$ cat src/rtl/cfu_l2_arb_if.sv
// Bundle of requester-side and target-side CFU-L2 handshake signals for cfu_l2_arb.
// slave is the arbiter's view; master is the view of the requesters plus shared target.
interface cfu_l2_arb_if #(
   parameter int N_REQ         = 2,
   parameter int CFU_CFU_ID_W  = 4,
   parameter int CFU_FUNC_ID_W = 10,
   parameter int CFU_DATA_W    = 32,
   parameter int CFU_STATUS_W  = 3
);
   logic [N_REQ-1:0]               req_valid;
   logic [N_REQ-1:0]               req_ready;
   logic [N_REQ*CFU_CFU_ID_W-1:0]  req_cfu;
   logic [N_REQ*CFU_FUNC_ID_W-1:0] req_func;
   logic [N_REQ*CFU_DATA_W-1:0]    req_data0;
   logic [N_REQ*CFU_DATA_W-1:0]    req_data1;
   logic [N_REQ-1:0]               resp_valid;
   logic [N_REQ-1:0]               resp_ready;
   logic [CFU_STATUS_W-1:0]        resp_status;
   logic [CFU_DATA_W-1:0]          resp_data;

   logic                           t_req_valid;
   logic                           t_req_ready;
   logic [CFU_CFU_ID_W-1:0]        t_req_cfu;
   logic [CFU_FUNC_ID_W-1:0]       t_req_func;
   logic [CFU_DATA_W-1:0]          t_req_data0;
   logic [CFU_DATA_W-1:0]          t_req_data1;
   logic                           t_resp_valid;
   logic                           t_resp_ready;
   logic [CFU_STATUS_W-1:0]        t_resp_status;
   logic [CFU_DATA_W-1:0]          t_resp_data;

   modport slave (
      input  req_valid, req_cfu, req_func, req_data0, req_data1, resp_ready,
      input  t_req_ready, t_resp_valid, t_resp_status, t_resp_data,
      output req_ready, resp_valid, resp_status, resp_data,
      output t_req_valid, t_req_cfu, t_req_func, t_req_data0, t_req_data1, t_resp_ready
   );

   modport master (
      output req_valid, req_cfu, req_func, req_data0, req_data1, resp_ready,
      output t_req_ready, t_resp_valid, t_resp_status, t_resp_data,
      input  req_ready, resp_valid, resp_status, resp_data,
      input  t_req_valid, t_req_cfu, t_req_func, t_req_data0, t_req_data1, t_resp_ready
   );
endinterface

$ cat src/rtl/cfu_l2_arb.sv
// Round-robin arbiter sharing one CFU-L2 target among N_REQ requesters; an in-order
// ID FIFO steers each target response back to the requester that issued it.
module cfu_l2_arb #(
   parameter int N_REQ         = 2,
   parameter int CFU_CFU_ID_W  = 4,
   parameter int CFU_FUNC_ID_W = 10,
   parameter int CFU_DATA_W    = 32,
   parameter int CFU_STATUS_W  = 3,
   parameter int DEPTH         = 4
) (
   input  logic         clk,
   input  logic         rst_n,
   input  logic         clk_en,
   cfu_l2_arb_if.slave  bus,
   output logic         err
);
   localparam int ID_W  = (N_REQ > 1) ? $clog2(N_REQ) : 1;
   localparam int PTR_W = (DEPTH > 1) ? $clog2(DEPTH) : 1;
   localparam int CNT_W = $clog2(DEPTH + 1);

   logic [ID_W-1:0]  ptr;
   logic [ID_W-1:0]  gnt;
   logic [ID_W-1:0]  cand;
   logic [ID_W-1:0]  lock_id;
   logic [ID_W-1:0]  head;
   logic             lock;
   logic             any;
   logic             full;
   logic             nonempty;
   logic             t_req_valid;
   logic             t_resp_ready;
   logic             push;
   logic             pop;
   logic [PTR_W-1:0] rd_ptr;
   logic [PTR_W-1:0] wr_ptr;
   logic [CNT_W-1:0] count;
   logic [ID_W-1:0]  fifo [DEPTH];
   logic [N_REQ-1:0] req_ready;
   logic [N_REQ-1:0] resp_valid;

   logic [CFU_CFU_ID_W-1:0]  cfu_a   [N_REQ];
   logic [CFU_FUNC_ID_W-1:0] func_a  [N_REQ];
   logic [CFU_DATA_W-1:0]    data0_a [N_REQ];
   logic [CFU_DATA_W-1:0]    data1_a [N_REQ];

   function automatic logic [PTR_W-1:0] inc_ptr(input logic [PTR_W-1:0] p);
      return (p == PTR_W'(DEPTH - 1)) ? '0 : p + 1'b1;
   endfunction

   function automatic logic [ID_W-1:0] next_rr(input logic [ID_W-1:0] g);
      return (g == ID_W'(N_REQ - 1)) ? '0 : g + 1'b1;
   endfunction

   for (genvar i = 0; i < N_REQ; i++) begin : g_unpack
      assign cfu_a[i]   = bus.req_cfu[i*CFU_CFU_ID_W +: CFU_CFU_ID_W];
      assign func_a[i]  = bus.req_func[i*CFU_FUNC_ID_W +: CFU_FUNC_ID_W];
      assign data0_a[i] = bus.req_data0[i*CFU_DATA_W +: CFU_DATA_W];
      assign data1_a[i] = bus.req_data1[i*CFU_DATA_W +: CFU_DATA_W];
   end

   // Search downward from the farthest candidate so the nearest one after ptr wins.
   always_comb begin
      gnt  = ptr;
      cand = '0;
      if (lock) begin
         gnt = lock_id;
      end else begin
         for (int k = N_REQ - 1; k >= 0; k--) begin
            cand = ID_W'((int'(ptr) + k) % N_REQ);
            if (bus.req_valid[cand]) gnt = cand;
         end
      end
   end

   assign any      = lock || (|bus.req_valid);
   assign full     = (count == CNT_W'(DEPTH));
   assign nonempty = (count != '0);
   assign head     = fifo[rd_ptr];

   // rst_n gate keeps the target idle while reset is held, even with requests pending.
   assign t_req_valid  = any && !full && clk_en && rst_n;
   assign t_resp_ready = nonempty && bus.resp_ready[head] && clk_en;
   assign push         = t_req_valid && bus.t_req_ready;
   assign pop          = bus.t_resp_valid && t_resp_ready;

   always_comb begin
      req_ready  = '0;
      resp_valid = '0;
      if (push) req_ready[gnt] = 1'b1;
      if (bus.t_resp_valid && nonempty) resp_valid[head] = 1'b1;
   end

   assign bus.req_ready    = req_ready;
   assign bus.resp_valid   = resp_valid;
   assign bus.resp_status  = bus.t_resp_status;
   assign bus.resp_data    = bus.t_resp_data;
   assign bus.t_req_valid  = t_req_valid;
   assign bus.t_req_cfu    = cfu_a[gnt];
   assign bus.t_req_func   = func_a[gnt];
   assign bus.t_req_data0  = data0_a[gnt];
   assign bus.t_req_data1  = data1_a[gnt];
   assign bus.t_resp_ready = t_resp_ready;

   always_ff @(posedge clk or negedge rst_n) begin
      if (!rst_n) begin
         ptr    <= '0;
         lock   <= 1'b0;
         rd_ptr <= '0;
         wr_ptr <= '0;
         count  <= '0;
         err    <= 1'b0;
      end else if (clk_en) begin
         if (push) begin
            ptr    <= next_rr(gnt);
            lock   <= 1'b0;
            wr_ptr <= inc_ptr(wr_ptr);
         end else if (t_req_valid) begin
            lock <= 1'b1;
         end
         if (pop) rd_ptr <= inc_ptr(rd_ptr);
         if (push && !pop) count <= count + 1'b1;
         else if (!push && pop) count <= count - 1'b1;
         if (bus.t_resp_valid && !nonempty) err <= 1'b1;
      end
   end

   // Payload registers: only meaningful once qualified by count / lock.
   always_ff @(posedge clk) begin
      if (clk_en) begin
         if (push) fifo[wr_ptr] <= gnt;
         if (t_req_valid && !bus.t_req_ready) lock_id <= gnt;
      end
   end
endmodule

$ cat src/flat_wrapper.sv
// flat-port wrapper written by rule: the top's interface ports become plain ports
module cfu_l2_arb_flat 
#(
   parameter int N_REQ         = 2,
   parameter int CFU_CFU_ID_W  = 4,
   parameter int CFU_FUNC_ID_W = 10,
   parameter int CFU_DATA_W    = 32,
   parameter int CFU_STATUS_W  = 3,
   parameter int DEPTH         = 4
)
  (clk, rst_n, clk_en, err, bus_req_valid, bus_req_cfu, bus_req_func, bus_req_data0, bus_req_data1, bus_resp_ready, bus_t_req_ready, bus_t_resp_valid, bus_t_resp_status, bus_t_resp_data, bus_req_ready, bus_resp_valid, bus_resp_status, bus_resp_data, bus_t_req_valid, bus_t_req_cfu, bus_t_req_func, bus_t_req_data0, bus_t_req_data1, bus_t_resp_ready);
  cfu_l2_arb_if #(.N_REQ(N_REQ), .CFU_CFU_ID_W(CFU_CFU_ID_W), .CFU_FUNC_ID_W(CFU_FUNC_ID_W), .CFU_DATA_W(CFU_DATA_W), .CFU_STATUS_W(CFU_STATUS_W)) bus_i ();
  input  logic clk;
  input  logic rst_n;
  input  logic clk_en;
  output logic err;
  input wire logic [$bits(bus_i.req_valid)-1:0] bus_req_valid;
  input wire logic [$bits(bus_i.req_cfu)-1:0] bus_req_cfu;
  input wire logic [$bits(bus_i.req_func)-1:0] bus_req_func;
  input wire logic [$bits(bus_i.req_data0)-1:0] bus_req_data0;
  input wire logic [$bits(bus_i.req_data1)-1:0] bus_req_data1;
  input wire logic [$bits(bus_i.resp_ready)-1:0] bus_resp_ready;
  input wire logic [$bits(bus_i.t_req_ready)-1:0] bus_t_req_ready;
  input wire logic [$bits(bus_i.t_resp_valid)-1:0] bus_t_resp_valid;
  input wire logic [$bits(bus_i.t_resp_status)-1:0] bus_t_resp_status;
  input wire logic [$bits(bus_i.t_resp_data)-1:0] bus_t_resp_data;
  output wire logic [$bits(bus_i.req_ready)-1:0] bus_req_ready;
  output wire logic [$bits(bus_i.resp_valid)-1:0] bus_resp_valid;
  output wire logic [$bits(bus_i.resp_status)-1:0] bus_resp_status;
  output wire logic [$bits(bus_i.resp_data)-1:0] bus_resp_data;
  output wire logic [$bits(bus_i.t_req_valid)-1:0] bus_t_req_valid;
  output wire logic [$bits(bus_i.t_req_cfu)-1:0] bus_t_req_cfu;
  output wire logic [$bits(bus_i.t_req_func)-1:0] bus_t_req_func;
  output wire logic [$bits(bus_i.t_req_data0)-1:0] bus_t_req_data0;
  output wire logic [$bits(bus_i.t_req_data1)-1:0] bus_t_req_data1;
  output wire logic [$bits(bus_i.t_resp_ready)-1:0] bus_t_resp_ready;
  assign bus_i.req_valid = bus_req_valid;
  assign bus_i.req_cfu = bus_req_cfu;
  assign bus_i.req_func = bus_req_func;
  assign bus_i.req_data0 = bus_req_data0;
  assign bus_i.req_data1 = bus_req_data1;
  assign bus_i.resp_ready = bus_resp_ready;
  assign bus_i.t_req_ready = bus_t_req_ready;
  assign bus_i.t_resp_valid = bus_t_resp_valid;
  assign bus_i.t_resp_status = bus_t_resp_status;
  assign bus_i.t_resp_data = bus_t_resp_data;
  assign bus_req_ready = bus_i.req_ready;
  assign bus_resp_valid = bus_i.resp_valid;
  assign bus_resp_status = bus_i.resp_status;
  assign bus_resp_data = bus_i.resp_data;
  assign bus_t_req_valid = bus_i.t_req_valid;
  assign bus_t_req_cfu = bus_i.t_req_cfu;
  assign bus_t_req_func = bus_i.t_req_func;
  assign bus_t_req_data0 = bus_i.t_req_data0;
  assign bus_t_req_data1 = bus_i.t_req_data1;
  assign bus_t_resp_ready = bus_i.t_resp_ready;
  cfu_l2_arb #(.N_REQ(N_REQ), .CFU_CFU_ID_W(CFU_CFU_ID_W), .CFU_FUNC_ID_W(CFU_FUNC_ID_W), .CFU_DATA_W(CFU_DATA_W), .CFU_STATUS_W(CFU_STATUS_W), .DEPTH(DEPTH)) u_core (.clk(clk), .rst_n(rst_n), .clk_en(clk_en), .bus(bus_i), .err(err));
endmodule
$ cat config.mk
export PLATFORM = sky130hd
export DESIGN_NAME = cfu_l2_arb_flat
export DESIGN_NICKNAME = d
export VERILOG_FILES = /design/src/rtl/cfu_l2_arb_if.sv /design/src/rtl/cfu_l2_arb.sv /design/src/flat_wrapper.sv
export SDC_FILE = /design/constraint.sdc
export NUM_CORES = 1
export LEC_CHECK = 0
export CAP_MARGIN = 20
export CORE_AREA = 2 2 126 128
export CTS_CLUSTER_DIAMETER = 30
export DETAILED_ROUTE_END_ITERATION = 10
export DIE_AREA = 0 0 128 130
export GPL_ROUTABILITY_DRIVEN = 0
export PLACE_DENSITY_LB_ADDON = 0.2
export SYNTH_ARGS = -nofsm -noshare
export SYNTH_HDL_FRONTEND = slang
export SYNTH_SLANG_ARGS = --single-unit
$ cat constraint.sdc
create_clock -name clk -period 2.6 [get_ports clk]
set_input_delay 0.39 -clock clk [delete_from_list [all_inputs] [get_ports clk]]
set_output_delay 0.39 -clock clk [all_outputs]
set_load 0.02 [all_outputs]
==> results of run 1 <==
-- path summary, 6_finish.rpt --
kind | startpoint | depth (start not counted) | slack (ps) | to
max | bus_req_valid[1] | 7 | 20 | bus_t_req_data1[16]
min | u_core.err | 1 | 470 | u_core.err
max reg2reg | u_core.rd_ptr[0] | 8 | 140 | u_core.count[1]
min reg2reg | u_core.err | 1 | 470 | u_core.err
max in group asynchronous | rst_n | 2 | 1980 | u_core.wr_ptr[0]
min in group asynchronous | rst_n | 2 | 480 | u_core.err
-- logic make-up (layout without fill, tap and decap cells) --
| family | Yosys count | count (layout) | share of synthesized area |
|---|---|---|---|
| AO/OA/AOI/OAI | 3 | 3 | 0.0112 |
| XOR/XNOR | 3 | 3 | 0.0130 |
| buffers and inverters | 50 | 280 | 0.173 |
| multiplexers | 87 | 87 | 0.496 |
| AND/OR/NAND/NOR | 24 | 24 | 0.0558 |
| adder cells (fa/ha/maj) | 8 | 8 | 0.0521 |
| flip-flops | 15 | 15 | 0.199 |
| other | 0 | 1 | 0 |
-- power groups by stage --
stage	sequential [mW]	clock, mW	combinational, mW
after global placement	0.423	0	2.18
after global routing	0.445	0.326	2.34
after floorplan	0.417	0	1.27
after detailed placement	0.433	0	2.20
after CTS	0.429	0.306	2.21
final	0.428	0.297	2.19
-- stage by stage --
step | hold slack (ps) | util | cell area [um^2]
6_report | 467 | 0.293 | 4510
5_1_grt | 496 | 0.292 | 4510
4_1_cts | 476 | 0.303 | 4670
3_5_place_dp | 465 | 0.294 | 4540
3_3_place_gp | 449 | 0.294 | 4540
2_1_floorplan | 94.4 | - | 2020
-- cells in the final DEF (no fill, tap or decap), types with 3 or more instances in the layout --
cell,netlist,final
and3_1,5,5
buf_12,0,3
buf_16,0,3
buf_2,0,52
buf_4,43,10
buf_6,0,3
clkbuf_16,0,5
clkdlybuf4s50_1,0,167
dfrtp_1,10,10
dlygate4sd2_1,0,26
edfxtp_1,5,5
ha_1,6,6
inv_1,7,7
mux2_1,7,7
mux2_2,77,76
nand2_1,4,4
nor2_1,10,10
-- final cells by class --
type,instances,area [um^2],area share
repair buffers,269,2490,0.551
flip-flops and latches,15,400,0.0887
well taps,192,240,0.0532
multi-input cells,125,1280,0.283
clock buffers,3,75.1,0.0166
clock inverters,1,5.00,0.00111
diodes,1,2.50,0.000555
inverters,7,26.3,0.00582
-- per-layer routing --
layer  track usage  up-vias
li1              -     1099
met1         0.114     1065
met2         0.217      155
met3        0.0324       12
met4        0.0284        0
met5             0        -
-- state kept, by name, indices dropped and copies added (netlist names) --
| name | count |
|---|---|
| u_core.count | 3 |
| u_core.err | 1 |
| u_core.fifo | 4 |
| u_core.lock | 1 |
| u_core.lock_id | 1 |
| u_core.ptr | 1 |
| u_core.rd_ptr | 2 |
| u_core.wr_ptr | 2 |
-- repair_timing --
| item | 4_1_cts | 5_1_grt |
|---|---|---|
| pin swaps | 0 | 1 |
| setup buffers | 1 | 2 |
| cloned | 3 | 2 |
| resized for setup | 211 | 45 |
| setup endpoints to repair | 82 | 63 |
==> results.txt, run 1 <==
- Row cnt: 46
- Dividing the final minimum period by the clock period gives 0.991.
* Clock slew at reported path FFs: 50 ps
* Fin cells: 613
- Share of synthesized flip-flops with an asynchronous set or reset: 0.667
- Area growth from synthesis to layout: 124%
* Cell family with the largest share of critical-path delay: buffers and inverters
* Hold-fix buffer count after cts: 0
* Fraction of final layout cells with drive strength greater than 1: 0.381
- Cell with the largest stage delay on the worst path: mux2_2
- Static Leak: 1.89 nW
* Worst path setup slack after routing: 23.6 ps
* Hpwl dp: 8560 um
* Synthesized area divided by synthesized cell count: around 11 um^2
* Required time at the endpoint of the critical path: around 2200 ps
- Initial antenna violation count: 1
- For the finished layout, the period the worst path requires is around 2600 ps.
- Post-synth top area cell: mux2_2
- Count of state elements after synthesis: 15
- Clock tree synthesis selected as its root buffer the cell clkbuf_16.
- Synth cell count leaders: 77 x mux2_2, 43 x buf_4, 10 x dfrtp_1, 10 x nor2_1
- Avg Vias per Cell: roughly 3.8
* Worst-Margin Slew: between 300 and 400 ps
- Highest net fanout along the worst path: 12
- For the worst setup path, the data arrival time is 2190 ps.
- Top area cells in the synthesized netlist: mux2_2 43%, buf_4 16%, dfrtp_1 12%
- Before CTS, the worst setup slack after placement is -601 ps.
- Syn_nets: just under 400
- Summed over all nets, the switching power comes to between 1 and 1.5 mW.
- Entering global routing, the biggest net connects 26 pins.
- Die Y-Extent: ~130 um
* Internal power summed over all cells: around 1.7 mW
- In this run, synthesis inferred 5 flip-flops with an integrated enable.
* GRT Residual Overflow: 0
- STA classifies the critical path startpoint as an input pin.
- For this run, the top clock speed supported by timing is between 300 and 400 MHz.
- Yosys printed 0 warnings.
* Total met3 wirelength after detailed routing: approximately 1100 um
* Pwr/cell area: 646 nW/um^2
- For this run, the leading register cell type out of synthesis is dfrtp_1.
- The clock reaches the later pin of the worst-skew pair after 240 ps.
- The detail route stage leaves a number of antenna-violating nets equal to 0.
* Mapped cell area: between 2000 and 2500 um^2
- Kind of end point of the critical path: output port
- The final max-slew violation count is 0.
* Fraction of post-synthesis cell area in the top cell type by area: 0.430
* Vias: ~2300
- Clock tree from TritonCTS: done
* Initial DRC count: 67
* Headroom to the max-slew limit: 0.749
- Worst clock skew on the final layout: approximately 1.3 ps
* Wire length the detailed router placed on met1: roughly 3700 um
- The number of buffers and inverters on the critical path is 4.
* # DRC: 0
- The initial utilization of the core area, before any placement, comes to 0.131.
- Total Nets Final: 628
* Die extent in x: about 130 um
- Of the total power, registers draw 0.147.
- Maximum VDD drop: roughly 230 uV
* WL/cell: 17.4 um
- 320 I/O pins were placed.
- Global router's overall resource usage: 0.110
- Inserted Clock Buffers: 3
* Routed WL: around 11000 um
- Seq/Total Area, Yosys: 0.199
* Sw Ratio: 0.410
* Largest incremental delay on the critical path: between 300 and 400 ps
* Worst hold path class: reg2reg
* Post-Syn Instances: 190
- Summed over all nets, wire length on met2 after detailed routing comes to slightly below 6000 um.
- Outcome: finished, final reports clean
- Uppermost layer routed: met4
- Setup total negative slack on the finished layout was measured at 0 ps.
- The most numerous cell type found on the critical path is dlygate4sd2_1.
- Count of TritonRoute iterations in the first routing pass: 4
- Of the total power, the clock network draws 0.102.
- The netlist uses 24 different library cells.
* Filler cells: about 1700
- Number of buffer cells added on primary ports: between 200 and 250
- Max-cap violations in this run came to 0.
* Cell Chain, Critical Path: dlygate4sd2_1 > maj3_2 > mux2i_4 > buf_12 > clkbuf_16 > mux2_2 > dlygate4sd2_1
- Fraction of power consumed by combinational cells: 0.751
* Count of final setup violators: 0
* Clock Sink Count: 15
* Die Footprint: between 15000 and 20000 um^2
- Count leader, synth: mux2_2
- The total area inside the core boundary comes to roughly 15000 um^2.
* H-tree depth: 1
- Crit Path Category: in2out
* Placed cell count: 600
- The final hold violation count came to 0.
- The number of global-route vias before repair is approximately 2400.
* Overall power of the completed layout: 2.92 mW
- Wire length of the first global-routing pass: 13700 um
- Maximum number of buffers from clock root to sink: 2
No activity file was read; power rests on OpenSTA's default activity.
==> inputs of run 2 (changes only) <==
- ABC_CLOCK_PERIOD_IN_PS: unset -> 2700
- CAP_MARGIN: 20 -> unset
- clock period: 2.6 -> 2.7 ns (I/O delays scaled with it)
==> run 2 against run 1 <==
Net effect:
- first-iteration DRC count down 4.5%
- setup slack improved by 54 ps
- combinational power fell by 4%
==> results.txt, run 2 (synthesis results as in run 1) <==
- The flow ran to the end, and the final reports show no timing, DRC or antenna violations.
- The number of flip-flops under the largest register name was 4 (unchanged).
- The hold buffer count at cts came to 0 (unchanged).
- Switching pwr: 1.13 mW (-5.8%)
- Pwr/cell area: 604 nW/um^2 (-6.5%)
- Fraction of final layout cells with drive strength greater than 1: 0.327 (-0.0540)
* Clock slew at reported path FFs: 50 ps (about the same)
* Final number of hold-violating endpoints: 0 (unchanged)
* Worst min-delay path startpoint: u_core.err
- Source-to-sink clock delay at the later pin of the worst-skew pair: 250 ps (about the same)
- The final worst setup slack is 78.0 ps (+54.4 ps).
- By startpoint and endpoint, the worst setup path is classified as in2out.
* Internal power summed over all cells: 1.68 mW (-2.5%)
* Min Tclk post-route: roughly 2600 ps
- The total leakage power is 1.91 nW (+1.2%).
- The routed metal-1 wire length was 3570 um (-2.6%).
- Relative to the synthesized area, the layout overhead comes to 130%.
- Wire length of the first global-routing pass: 13400 um (-2.1%)
* Routed WL: 10200 um (-4.6%)
- Depth of the most critical reg-to-reg path: 8 (unchanged)
- Initial DRC count: 64 (-4.5%)
- Arrival time at the worst endpoint: 2220 ps (+30 ps)
* Cell with the largest stage delay on the worst path: maj3_2
* Reg-to-reg setup timing slack: 220 ps (+80 ps)
* Cell family with the largest share of critical-path delay: buffers and inverters
- Leaving out fill and tap cells, the most frequent cells in the layout are 167 x clkdlybuf4s50_1, 76 x mux2_2, 42 x dlygate4sd2_1.
* Overall power of the completed layout: 2.80 mW (-3.9%)
* Largest net degree at the start of global routing: 26 (unchanged)
- Setup repair after global routing left no endpoint under its margin.
* Headroom to the max-slew limit: 0.712 (-0.0370)
- Max-capacitance violation count: 0 (unchanged)
* Area of the core: 15400 um^2 (unchanged)
- The largest registers in the layout are u_core.fifo: 4 flops, u_core.count: 3 flops.
- End point of the most critical hold path: u_core.err
- Number of antenna cells inserted: 0 (-1)
- Starting density of the core: 0.131 (unchanged)
- Worst hold path stage count: 1 (unchanged)
- Sw Ratio: 0.402 (-0.00843)
- The cell row count came to 46 (unchanged).
- The vias per cell was 3.75 (-1.5%).
* Cell at the root of the clock tree: clkbuf_16
- Met2 routed WL: 5370 um (-7.1%)
- The top-level port count was 320 (unchanged).
- Clock tree from TritonCTS: done
- Peak Freq: between 300 and 400 MHz
* Uppermost layer routed: met4
- Fraction of power consumed by combinational cells: 0.751 (about the same)
- The number of buffers inserted during clock tree synthesis was 3 (unchanged).
- Most prevalent standard cell on the critical path: dlygate4sd2_1
- Kind of end point of the critical path: output port
- STA classifies the critical path startpoint as an input pin.
- Remaining antenna violation count: 0 (unchanged)
- Number of buffer cells added on primary ports: 249 (unchanged)
* Clock group share of total power: 0.103 (about the same)
* Final std cell area, no fill: 4640 um^2 (+2.8%)
- The clock sink count was 15 (unchanged).
- Die extent in x: 128 um (unchanged)
* Worst-Margin Slew: 427 ps (+54.8 ps)
- The average wire per standard cell was 16.7 um (-4.3%).
- The filler cell count is 1671 (-1.2%).
- Largest incremental delay on the critical path: 330 ps (-30 ps)
- Count of TritonRoute iterations in the first routing pass: 4 (unchanged)
- Count of final setup violators: 0 (unchanged)
* Worst r2r src: u_core.rd_ptr[0]
- Cell Chain, Critical Path: dlygate4sd2_1 > maj3_2 > mux2i_4 > buf_6 > buf_16 > mux2_2 > dlygate4sd2_1
- Global router's overall resource usage: 0.107 (-0.00308)
- Maximum VDD drop: 249 uV (+7.1%)
* Pins over their slew limit: 0 (unchanged)
- Worst clock skew on the final layout: 1.67 ps (+0.381 ps)
- H-tree depth: 1 (unchanged)
- The maximum buffer depth of the clock tree was 2 (unchanged).
- Initial antenna violation count: 0 (-1)
* Total Nets Final: 627 (-0.16%)
- The path class of the tightest hold or removal check is reg2reg.
- Die Y-Extent: 130 um (unchanged)
* Highest net fanout along the worst path: 13 (+1)
- Total met3 wirelength after detailed routing: 1040 um (-0.86%)
* Reg-to-reg endpoint: u_core.count[1]
- The number of global-route vias before repair was 2345 (-1.7%).
* Fraction of the cycle the final worst path needs: 0.971
- GRT Residual Overflow: 0 (unchanged)
- The area enclosed by the die boundary came to 16600 um^2 (unchanged).
- The sequential cell fraction of total power was 0.146 (about the same).
- Hpwl dp: 8430 um (-1.5%)
- Setup TNS: 0 ps (unchanged)
- # DRC: 0 (unchanged)
* Required time at the endpoint of the critical path: 2300 ps (+90 ps)
* Number of buffers and inverters on the critical path: 4 (unchanged)
- The worst slack at placement is -522 ps (+79.0 ps).
* Most frequent standard cell in the layout excluding fill and tap cells: clkdlybuf4s50_1
- Ranked by flip-flop count, first place goes to u_core.fifo.
* Vias: 2289 (-1.8%)
* Cell area after placement: 4530 um^2 (-0.17%)
- The worst hold margin was 469 ps (+1.87 ps).
==> run 2: cell types whose count changed in the layout (fill, tap and decap cells not counted), moves of 3 or more <==
| cell | before | now |
|---|---|---|
| buf_2 | 52 | 17 |
| clkdlybuf4s15_2 | 0 | 9 |
| clkdlybuf4s15_1 | 2 | 9 |
| clkbuf_2 | 1 | 4 |
| dlygate4sd2_1 | 26 | 42 |
==> run 2: how the worst max path moves through the flow <==
stage / start / to / slack (ps) / depth (start not counted)
2_1_floorplan: bus_req_valid[1] / u_core.count[2] / 220 / 10
3_3_place_gp: bus_req_valid[1] / bus_t_req_data0[15] / -540 / 7
3_5_place_dp: bus_req_valid[1] / bus_t_req_data0[15] / -520 / 7
4_1_cts: bus_req_valid[1] / bus_t_req_data1[10] / 10 / 7
5_1_grt: bus_req_valid[1] / bus_t_req_data1[30] / 0.03 / 8
6_report: bus_req_valid[1] / bus_t_req_func[1] / 80 / 7
==> run 2: through the flow <==
stage               utilization  std cells
floorplan                     -        190
global placement          0.294        599
detailed placement        0.294        599
CTS                       0.299        609
global route              0.301        611
finish                    0.301        611
==> run 2: cell type report <==
cell class,instances,area [um^2],share of cell area
clock inverter,1,5.00,0.00108
sequential,15,400,0.0863
multi-input combinational,125,1280,0.276
timing repair buffer,268,2610,0.563
clock buffer,3,75.1,0.0162
tap,192,240,0.0518
inverter,7,26.3,0.00566
==> run 2: timing repair <==
action | 4_1_cts | 5_1_grt
setup endpoints to repair | 81 | 34
resized for setup | 161 | 21
gates cloned | 3 | 1
hold endpoints to repair | 0 | 0
buffers inserted | 3 | 1
pin swaps | 1 | 0
==> run 2: layer usage <==
metal / vias to the layer above / track usage
met3: 16 / 0.0328
met1: 1023 / 0.113
met4: 0 / 0.0304
met2: 155 / 0.205
li1: 1095 / -
met5: - / 0
==> run 2: power by group through the flow <==
| stage | logic [mW] | registers [mW] | clock network [mW] |
|---|---|---|---|
| after CTS | 2.10 | 0.411 | 0.299 |
| after global routing | 2.25 | 0.427 | 0.309 |
| after global placement | 2.10 | 0.408 | 0 |
| after floorplan | 1.22 | 0.402 | 0 |
| after detailed placement | 2.10 | 0.415 | 0 |
| final | 2.10 | 0.408 | 0.290 |
==> inputs of run 3 (changes only) <==
- CAP_MARGIN: unset -> 40
==> results of run 3 <==
Final layout, timing and power as in run 2 (identical DEF).
